### config.mk
export PLATFORM = sky130hd
export DESIGN_NAME = memshare_regfile_loader
export DESIGN_NICKNAME = d
export VERILOG_FILES = /design/src/rtl/memShare_config_pkg.sv /design/src/rtl/memshare_ldr_wr_stage.sv /design/src/rtl/memshare_regfile_loader.sv
export SDC_FILE = /design/constraint.sdc
export NUM_CORES = 1
export LEC_CHECK = 0
export CAP_MARGIN = 20
export CORE_UTILIZATION = 41
export DETAILED_ROUTE_END_ITERATION = 7
export DONT_BUFFER_PORTS = 1
export PLACE_DENSITY = 0.61
export SETUP_SLACK_MARGIN = 0.05
export SLEW_MARGIN = 20
export SYNTH_ARGS = -nofsm -noshare
export SYNTH_HDL_FRONTEND = slang
export SYNTH_SLANG_ARGS = --single-unit
### constraint.sdc
create_clock -name sys_clk -period 4.5 [get_ports sys_clk]
set_input_delay 1.35 -clock sys_clk [delete_from_list [all_inputs] [get_ports sys_clk]]
set_output_delay 1.35 -clock sys_clk [all_outputs]
set_load 0.005 [all_outputs]
### src/rtl/memShare_config_pkg.sv
// Shared memShare configuration constants and the regFile loader state encoding.
package memShare_config_pkg;

  localparam int L1PA_REGFILE_PAGE_NUM   = 64;
  localparam int L1PA_REGFILE_ADDR_WIDTH = $clog2(L1PA_REGFILE_PAGE_NUM);
  localparam int L1PA_REGFILE_PAGE_WIDTH = 7;

  typedef enum logic [1:0] {
    IDLE,
    LOAD,
    DRAIN,
    DONE
  } memshare_ldr_state_e;

endpackage

### src/rtl/memshare_ldr_wr_stage.sv
// Single-entry write buffer in front of the Type-0 regFile write port.
// The strobe is held off while an SCU.memShare() cycle is reading the pages.
module memshare_ldr_wr_stage
  import memShare_config_pkg::*;
#(
  parameter int ADDR_WIDTH = L1PA_REGFILE_ADDR_WIDTH,
  parameter int PAGE_WIDTH = L1PA_REGFILE_PAGE_WIDTH
) (
  input  logic                  sys_clk,
  input  logic                  rst,
  input  logic                  load_i,
  input  logic [ADDR_WIDTH-1:0] addr_i,
  input  logic [PAGE_WIDTH-1:0] data_i,
  input  logic                  busy_i,
  output logic                  we_o,
  output logic [ADDR_WIDTH-1:0] waddr_o,
  output logic [PAGE_WIDTH-1:0] wdata_o,
  output logic                  pend_o
);

  logic [ADDR_WIDTH-1:0] addr_q, addr_d;
  logic [PAGE_WIDTH-1:0] data_q, data_d;
  logic                  pend_q, pend_d;
  logic                  we;

  assign we = pend_q & ~busy_i;

  // A new beat wins over the clearing strobe so back-to-back writes never drop one.
  always_comb begin
    addr_d = addr_q;
    data_d = data_q;
    pend_d = pend_q;
    if (load_i) begin
      addr_d = addr_i;
      data_d = data_i;
      pend_d = 1'b1;
    end else if (we) begin
      pend_d = 1'b0;
    end
  end

  always_ff @(posedge sys_clk) begin
    if (rst) begin
      addr_q <= '0;
      data_q <= '0;
      pend_q <= 1'b0;
    end else begin
      addr_q <= addr_d;
      data_q <= data_d;
      pend_q <= pend_d;
    end
  end

  assign we_o    = we;
  assign waddr_o = addr_q;
  assign wdata_o = data_q;
  assign pend_o  = pend_q;

endmodule

### src/rtl/memshare_regfile_loader.sv
// Writer-side front end of the memShare L1PA register file: streams Type-0 page
// words into the regFile from a base page, interlocked against SCU.memShare().
module memshare_regfile_loader
  import memShare_config_pkg::*;
#(
  parameter int PAGE_NUM   = L1PA_REGFILE_PAGE_NUM,
  parameter int ADDR_WIDTH = L1PA_REGFILE_ADDR_WIDTH,
  parameter int PAGE_WIDTH = L1PA_REGFILE_PAGE_WIDTH
) (
  input  logic                  sys_clk,
  input  logic                  rst,
  input  logic                  load_start_i,
  input  logic [ADDR_WIDTH-1:0] load_base_i,
  input  logic [ADDR_WIDTH:0]   load_len_i,
  input  logic [PAGE_WIDTH-1:0] cfg_data_i,
  input  logic                  cfg_valid_i,
  input  logic                  cfg_last_i,
  output logic                  cfg_ready_o,
  input  logic                  scu_memShare_busy_i,
  output logic [ADDR_WIDTH-1:0] regType0_waddr_o,
  output logic [PAGE_WIDTH-1:0] regType0_wdata_o,
  output logic                  regType0_we_o,
  output logic                  load_busy_o,
  output logic                  load_done_o,
  output logic                  load_err_o,
  output logic [ADDR_WIDTH:0]   pages_written_o
);

  localparam logic [ADDR_WIDTH:0] PagesMax = (ADDR_WIDTH+1)'(PAGE_NUM);

  memshare_ldr_state_e   state_q, state_d;
  logic [ADDR_WIDTH-1:0] base_q, base_d;
  logic [ADDR_WIDTH:0]   len_q, len_d;
  logic [ADDR_WIDTH:0]   acc_q, acc_d;
  logic [ADDR_WIDTH:0]   pw_q, pw_d;
  logic                  err_q, err_d;

  logic                  ready;
  logic                  accept;
  logic                  we;
  logic                  pend;
  logic [ADDR_WIDTH:0]   accNext;
  logic [ADDR_WIDTH-1:0] beatAddr;

  assign ready    = (state_q == LOAD) & ~scu_memShare_busy_i & (acc_q < len_q);
  assign accept   = ready & cfg_valid_i;
  assign accNext  = acc_q + 1'b1;
  assign beatAddr = base_q + acc_q[ADDR_WIDTH-1:0];

  memshare_ldr_wr_stage #(
    .ADDR_WIDTH(ADDR_WIDTH),
    .PAGE_WIDTH(PAGE_WIDTH)
  ) u_wr_stage (
    .sys_clk (sys_clk),
    .rst     (rst),
    .load_i  (accept),
    .addr_i  (beatAddr),
    .data_i  (cfg_data_i),
    .busy_i  (scu_memShare_busy_i),
    .we_o    (we),
    .waddr_o (regType0_waddr_o),
    .wdata_o (regType0_wdata_o),
    .pend_o  (pend)
  );

  always_comb begin
    state_d = state_q;
    base_d  = base_q;
    len_d   = len_q;
    acc_d   = acc_q;
    err_d   = err_q;
    pw_d    = pw_q;
    if (we && pw_q != PagesMax) begin
      pw_d = pw_q + 1'b1;
    end
    unique case (state_q)
      IDLE: begin
        if (load_start_i) begin
          base_d = load_base_i;
          len_d  = load_len_i;
          acc_d  = '0;
          pw_d   = '0;
          if (load_len_i == '0) begin
            err_d   = 1'b1;
            state_d = DONE;
          end else begin
            err_d   = 1'b0;
            state_d = LOAD;
          end
        end
      end
      LOAD: begin
        // The final expected beat must carry last; an early last truncates the load.
        if (accept) begin
          acc_d = accNext;
          if (accNext == len_q) begin
            if (!cfg_last_i) begin
              err_d = 1'b1;
            end
            state_d = DRAIN;
          end else if (cfg_last_i) begin
            err_d   = 1'b1;
            state_d = DRAIN;
          end
        end
      end
      DRAIN: begin
        if (!pend) begin
          state_d = DONE;
        end
      end
      DONE: begin
        state_d = IDLE;
      end
      default: begin
        state_d = IDLE;
      end
    endcase
  end

  always_ff @(posedge sys_clk) begin
    if (rst) begin
      state_q <= IDLE;
      base_q  <= '0;
      len_q   <= '0;
      acc_q   <= '0;
      err_q   <= 1'b0;
      pw_q    <= '0;
    end else begin
      state_q <= state_d;
      base_q  <= base_d;
      len_q   <= len_d;
      acc_q   <= acc_d;
      err_q   <= err_d;
      pw_q    <= pw_d;
    end
  end

  assign cfg_ready_o     = ready;
  assign regType0_we_o   = we;
  assign load_busy_o     = (state_q != IDLE);
  assign load_done_o     = (state_q == DONE);
  assign load_err_o      = err_q;
  assign pages_written_o = pw_q;

endmodule

==> results of run 1 <==
[worst paths after layout]
| kind | start | endpoint | slack [ns] | cells after the start |
|---|---|---|---|---|
| min reg2reg | len_q[0]$_SDFFE_PP0P_ | len_q[0]$_SDFFE_PP0P_ | 0.46 | 2 |
| max reg2reg | state_q[1]$_SDFFE_PP0P_ | acc_q[5]$_SDFFE_PP0P_ | 1.67 | 8 |
| max | scu_memShare_busy_i | cfg_ready_o | 1.03 | 2 |
| min | len_q[0]$_SDFFE_PP0P_ | len_q[0]$_SDFFE_PP0P_ | 0.46 | 2 |
[metal layers]
layer,wire length [µm],share of wire,up-vias,track usage
met1,2310,0.46,851,0.218
met3,406,0.081,7,0.0477
li1,-,-,963,-
met4,65,0.013,0,0.0611
met2,2210,0.44,61,0.272
met5,0,0,-,0
[layout make-up]
class / count / area [µm²] / share of cell area
Clock inverter: 2 / 38.8 / 0.0152
Tap cell: 72 / 90.1 / 0.0353
Sequential cell: 44 / 881 / 0.345
Multi-Input combinational cell: 211 / 1390 / 0.545
Clock buffer: 6 / 82.6 / 0.0323
Timing Repair Buffer: 1 / 7.51 / 0.00294
Inverter: 17 / 63.8 / 0.0250
[synthesized netlist by cell type, types with 2 or more instances]
library cell	number	area share
a22oi_1	3	0.0094
buf_6	2	0.0094
o31ai_1	2	0.0063
nand4_1	5	0.013
o21ai_0	5	0.010
inv_1	17	0.027
xnor2_1	11	0.040
nor4_1	2	0.0052
nand2_1	40	0.063
clkbuf_1	7	0.011
a211oi_1	2	0.0063
a21oi_1	28	0.059
and3_1	3	0.0078
buf_4	2	0.0063
nor3_1	4	0.0084
nand2b_1	3	0.0078
nand3_1	3	0.0063
xor2_1	8	0.029
nor2_1	33	0.052
a21o_1	3	0.0094
ha_1	20	0.10
mux2i_1	12	0.050
dfxtp_1	44	0.37
[registers in the layout, indices dropped and copies added (netlist names)]
| register | flops |
|---|---|
| pages_written_o | 7 |
| load_err_o | 1 |
| len_q | 7 |
| state_q | 2 |
| u_wr_stage.waddr_o | 6 |
| acc_q | 7 |
| base_q | 6 |
| u_wr_stage.wdata_o | 7 |
| u_wr_stage.pend_o | 1 |
[through the flow]
stage | hold WS, ns | std cells
3_3_place_gp | 0.447 | 345
5_1_grt | 0.476 | 353
2_1_floorplan | 0.441 | 283
4_1_cts | 0.461 | 353
6_report | 0.460 | 353
3_5_place_dp | 0.447 | 345
[worst min-delay path, stage by stage (launching register included)]
cell,delay [ns]
dfxtp_1,0.32
nand2_1,0.05
a21oi_1,0.05
[where the power goes]
group | switching [mW] | internal, mW | total, mW
logic | 0.118 | 0.0734 | 0.191
registers | 0.0196 | 0.413 | 0.432
clock network | 0.141 | 0.182 | 0.323
[cell families (layout without fill, tap and decap cells)]
logic type,count (synthesis),in the layout,share of synthesized area
buffers and inverters,28,26,0.0533
muxes,14,14,0.0596
AOI/OAI and AO/OA,54,54,0.138
adders and majority gates,21,21,0.113
DFF,44,44,0.368
xor gates and xnor gates,19,19,0.0695
and+or+nand+nor,103,103,0.199
==> run_results.csv, run 1 <==
group,metric,value,unit
clocking,clkLatencyLatePin,0.30,ns
timing,worst_slew_margin_rel,0.462,
timing,layout_setup_ws,1.03,ns
placed_design,post_dp_cell_area,0.00243,mm²
routing,total_wire_length,4990,µm
global_route,grt_util_all_layers,0.170,
cells_and_area,layout.cells.most_common_list,"44 x dfxtp_1, 40 x nand2_1, 33 x nor2_1, 28 x a21oi_1, 20 x ha_1",
die,num_io_pins,51,
routing,route.vias.total,1882,
cells_and_area,drive_above_1_share,0.0569,
worst_setup_path,maximum_single_stage_delay_on_the_critical_path,0.39,ns
yosys,mappedNetlistNets,330,
yosys,synth_cell_types,47,
placed_design,placement.io_buffers,0,
global_route,grt_pass1_wl,8100,µm
timing,setup_total_negative_slack,0,ns
timing,max_clock_freq,288,MHz
cells_and_area,synthToLayoutAreaGrowth,6.74,%
yosys,synth.yosys.seq_area_share,0.368,
routing,post_drt_via_cell_ratio,5.33,
yosys,syn-mean-instance-area,8.46,µm²
worst_setup_path,worst-endpoint-arrival,2.12,ns
clocking,cts.repair_timing.setup_buffer_count,0,
worst_setup_path,worstPathRequired,3.15,ns
die,initial_core_util,0.429,
yosys,register_bit_count_reported_by_yosys,44,
cells_and_area,fillCellCount,554,
global_route,grt_max_degree,40,
clocking,cts.sink_count,44,
routing,ant_nets,0,
worst_setup_path,crit_fanout,3,
routing,drt_pre_antenna_iters,4,
placed_design,post-place-ws,1.02,ns
clocking,h-tree-depth,2,
timing,worst_slew_pin_slew,0.801,ns
placed_design,place_hpwl,3640,µm
power,vdd_ir_drop_max,0.167,mV
clocking,cts-hold-fix-buffers,0,
global_route,via_count_of_the_first_global_routing_pass,1755,
worst_setup_path,criticalPathCategory,"in -> out",
yosys,synthesis.area,0.00239,mm²
yosys,syn_inst,283,
power,p_per_area,370,mW/mm²
timing,rsz0062_at_grt,"no",
routing,route.detailed.wl_per_inst,14.1,µm
timing,final-max-slew-violation-count,0,
yosys,async_reset_ff_frac,0,
yosys,synth_ff_type,"dfxtp_1",
worst_setup_path,crit_family,"simple AND/OR/NAND/NOR gates",
run,cap_violations,0,
routing,drt-initial-drc-count,76,
timing,finalCritPeriodShare,0.771,
clocking,cts-buffers-inserted,5,
die,die_y,78.4,µm
global_route,globalRoute.totalOverflow,0,
clocking,worst_setup_hold_path_clk_slew,0.08,ns
yosys,synth-edff-count,0,
status,status,"completed",
yosys,yosys_warnings,0,
worst_setup_path,end_kind,"primary output",
die,die_area,0.00615,mm²
worst_setup_path,cp_num_buf_inv,0,
cells_and_area,antenna-diode-count,0,
timing,timing_hold_violations_final,0,
die,coreArea,0.00557,mm²
worst_setup_path,startpoint_type,"input port",
cells_and_area,final_core_utilization,0.458,
timing,fin_skew,0.00535,ns
die,num_rows,27,
timing,final.min_clock_period,3.47,ns
clocking,tritoncts_clock_tree,"yes",
cells_and_area,design.final.nets,327,
cells_and_area,area_of_all_placed_cells_without_fillers,0.00255,mm²
global_route,number_of_antenna_violations_at_the_first_check_in_global_routing,0,
clocking,clockBufferDepth,2,
worst_setup_path,cp_cell_sequence,"or3b_4 > nor4b_1",
worst_setup_path,timing.critical_path.slowest_stage_cell,"or3b_4",
placed_design,gpl.final_weighted_congestion,0.758,
clocking,master_cell_of_the_clock_root_buffer,"clkbuf_8",
power,total_power,0.946,mW
power,p_leak,0.989,nW
die,die_width,78.4,µm
min_path,min_path_type,"reg -> reg",
cells_and_area,leading_cell_type_in_the_layout_fill_and_taps_excluded,"dfxtp_1",
clocking,ctsResizeCount,0,
timing,setup_violations,0,
routing,post-route-drc-count,0,
Note: power is estimated with default switching activity, not from simulation.
==> inputs of run 2 (changes only) <==
- PLACE_DENSITY: 0.61 -> 0.63
- clock period: 4.5 -> 3.05 ns (I/O delays scaled with it)
==> run 2 against run 1 <==
Count of clock-buffer cells in the layout fell by 1. First-iteration DRC count rose by 30%. Global-route usage rose by 0.76 points. Largest cell class unchanged. Via count rose by 1.8%. Final cell count rose by 0.85%. Clock skew fell by 0.0011 ns. Critical path depth rose by 2. Highest routed layer unchanged. Largest power group unchanged.
==> run_results.csv, run 2 (synthesis gave the netlist of run 1 again) <==
group,metric,value,unit
status,status,"completed",
worst_setup_path,ff2ff_setup_slack,0.68,ns
clocking,tritoncts_clock_tree,"yes",
clocking,cts.repair_timing.setup_buffer_count,0,
timing,finalCritPeriodShare,0.883,
global_route,via_count_of_the_first_global_routing_pass,1769,
timing,setup_violations,0,
global_route,globalRoute.totalOverflow,0,
run,cap_violations,0,
global_route,global_route.usage.met1,0.243,
die,die_width,78.4,µm
placed_design,placement.io_buffers,0,
routing,drt-initial-drc-count,99,
die,initial_core_util,0.429,
routing,ant_nets,0,
global_route,number_of_antenna_violations_at_the_first_check_in_global_routing,0,
global_route,globalRoute.busiestLayer,"met2",
cells_and_area,fillCellCount,566,
power,p_per_area,507,mW/mm²
die,coreArea,0.00557,mm²
clocking,clockBufferDepth,2,
placed_design,gpl.final_weighted_congestion,0.835,
clocking,cts-buffers-inserted,5,
clocking,ctsResizeCount,0,
die,die_area,0.00615,mm²
worst_setup_path,criticalPathCategory,"reg -> out",
timing,worst_slew_pin_slew,0.710,ns
global_route,grt_util_all_layers,0.178,
timing,max_clock_freq,371,MHz
worst_setup_path,startpoint_type,"register",
clocking,cts.sink_count,44,
cells_and_area,synthToLayoutAreaGrowth,6.33,%
routing,post_drt_via_cell_ratio,5.38,
global_route,grt_pass1_wl,8490,µm
clocking,master_cell_of_the_clock_root_buffer,"clkbuf_8",
worst_setup_path,worst-endpoint-arrival,1.78,ns
min_path,min_path_type,"reg -> reg",
timing,fin_skew,0.00429,ns
timing,worst_slew_margin_rel,0.522,
worst_setup_path,crit_fanout,10,
cells_and_area,final_core_utilization,0.457,
clocking,worst_setup_hold_path_clk_slew,0.08,ns
timing,setup_total_negative_slack,0,ns
cells_and_area,design.final.nets,331,
routing,route.detailed.wl_per_inst,14.5,µm
timing,timing_hold_violations_final,0,
die,die_y,78.4,µm
routing,route.vias.total,1916,
cells_and_area,layout.cells.most_common_list,"44 x dfxtp_1, 40 x nand2_1, 33 x nor2_1, 28 x a21oi_1, 20 x ha_1",
cells_and_area,leading_cell_type_in_the_layout_fill_and_taps_excluded,"dfxtp_1",
routing,total_wire_length,5170,µm
die,num_rows,27,
die,num_io_pins,51,
timing,rsz0062_at_grt,"no",
worst_setup_path,end_kind,"primary output",
global_route,gr-usage-met3,0.0407,
placed_design,place_hpwl,3800,µm
global_route,grt_util_met2,0.274,
cells_and_area,drive_above_1_share,0.0669,
routing,drt_pre_antenna_iters,5,
routing,post-route-drc-count,0,
global_route,grt_max_degree,40,
power,p_leak,0.988,nW
cells_and_area,antenna-diode-count,0,
clocking,cts-hold-fix-buffers,0,
clocking,clkLatencyLatePin,0.30,ns
timing,final.min_clock_period,2.69,ns
clocking,h-tree-depth,2,
power,vdd_ir_drop_max,0.239,mV
worst_setup_path,worstPathRequired,2.13,ns
timing,final-max-slew-violation-count,0,
-- run 2: cell count changes in the layout (fill, tap and decap cells not counted), sizes merged --
cell	previous run	this run
buf	1	5
bufinv	1	0
clkbuf	6	5
clkinvlp	0	1
-- run 2: through the flow --
stage          cells  cell area [µm²]  hold slack (ns)  power (mW)  setup slack [ns]
6_report         356             2540            0.459        1.29             0.357
5_1_grt          356             2540            0.483        1.37             0.225
4_1_cts          356             2540            0.461        1.30             0.353
3_5_place_dp     349             2460            0.447       0.947             0.408
3_3_place_gp     349             2460            0.447       0.944             0.414
2_1_floorplan    283             2390            0.441       0.890             0.455
-- run 2: worst paths after layout --
path / startpoint / cells after the start / endpoint
worst min register to register: base_q[4]$_SDFFE_PP0P_ / 2 / base_q[4]$_SDFFE_PP0P_
worst min-delay path: base_q[4]$_SDFFE_PP0P_ / 2 / base_q[4]$_SDFFE_PP0P_
worst max register to register: acc_q[2]$_SDFFE_PP0P_ / 7 / state_q[1]$_SDFFE_PP0P_
worst max-delay path: acc_q[2]$_SDFFE_PP0P_ / 4 / cfg_ready_o
-- run 2: area by class of cell --
| class | instances | area (µm²) | share of cell area |
|---|---|---|---|
| timing repair buffer | 5 | 37.5 | 0.0147 |
| inverter | 17 | 63.8 | 0.0251 |
| clock inverter | 2 | 12.5 | 0.00492 |
| tap | 72 | 90.1 | 0.0354 |
| clock buffer | 5 | 68.8 | 0.0270 |
| sequential | 44 | 881 | 0.346 |
| multi-input combinational | 211 | 1390 | 0.547 |
-- run 2: where the power goes --
part	internal, mW	switching, mW
Sequential	0.609	0.0284
Combinational	0.117	0.183
Clock	0.155	0.198
-- run 2: worst max-delay path, stage by stage, from the launching register on --
cell and delay, ns:
dfxtp_1 0.52, ha_1 0.31, a21oi_1 0.16, a21oi_1 0.14, nor4b_1 0.36
-- run 2: metal layers --
| metal | up-vias | part of all wire |
|---|---|---|
| li1 | 972 | - |
| met1 | 897 | 0.49 |
| met2 | 43 | 0.44 |
| met3 | 4 | 0.047 |
| met4 | 0 | 0.016 |
| met5 | - | 0 |
==> inputs of run 3 (changes only) <==
- CTS_BUF_LIST: not set -> sky130_fd_sc_hd__clkbuf_8
- GPL_ROUTABILITY_DRIVEN: not set -> 0
==> results of run 3 <==
Same layout as run 2: the final DEF is identical, and so are final timing and power.
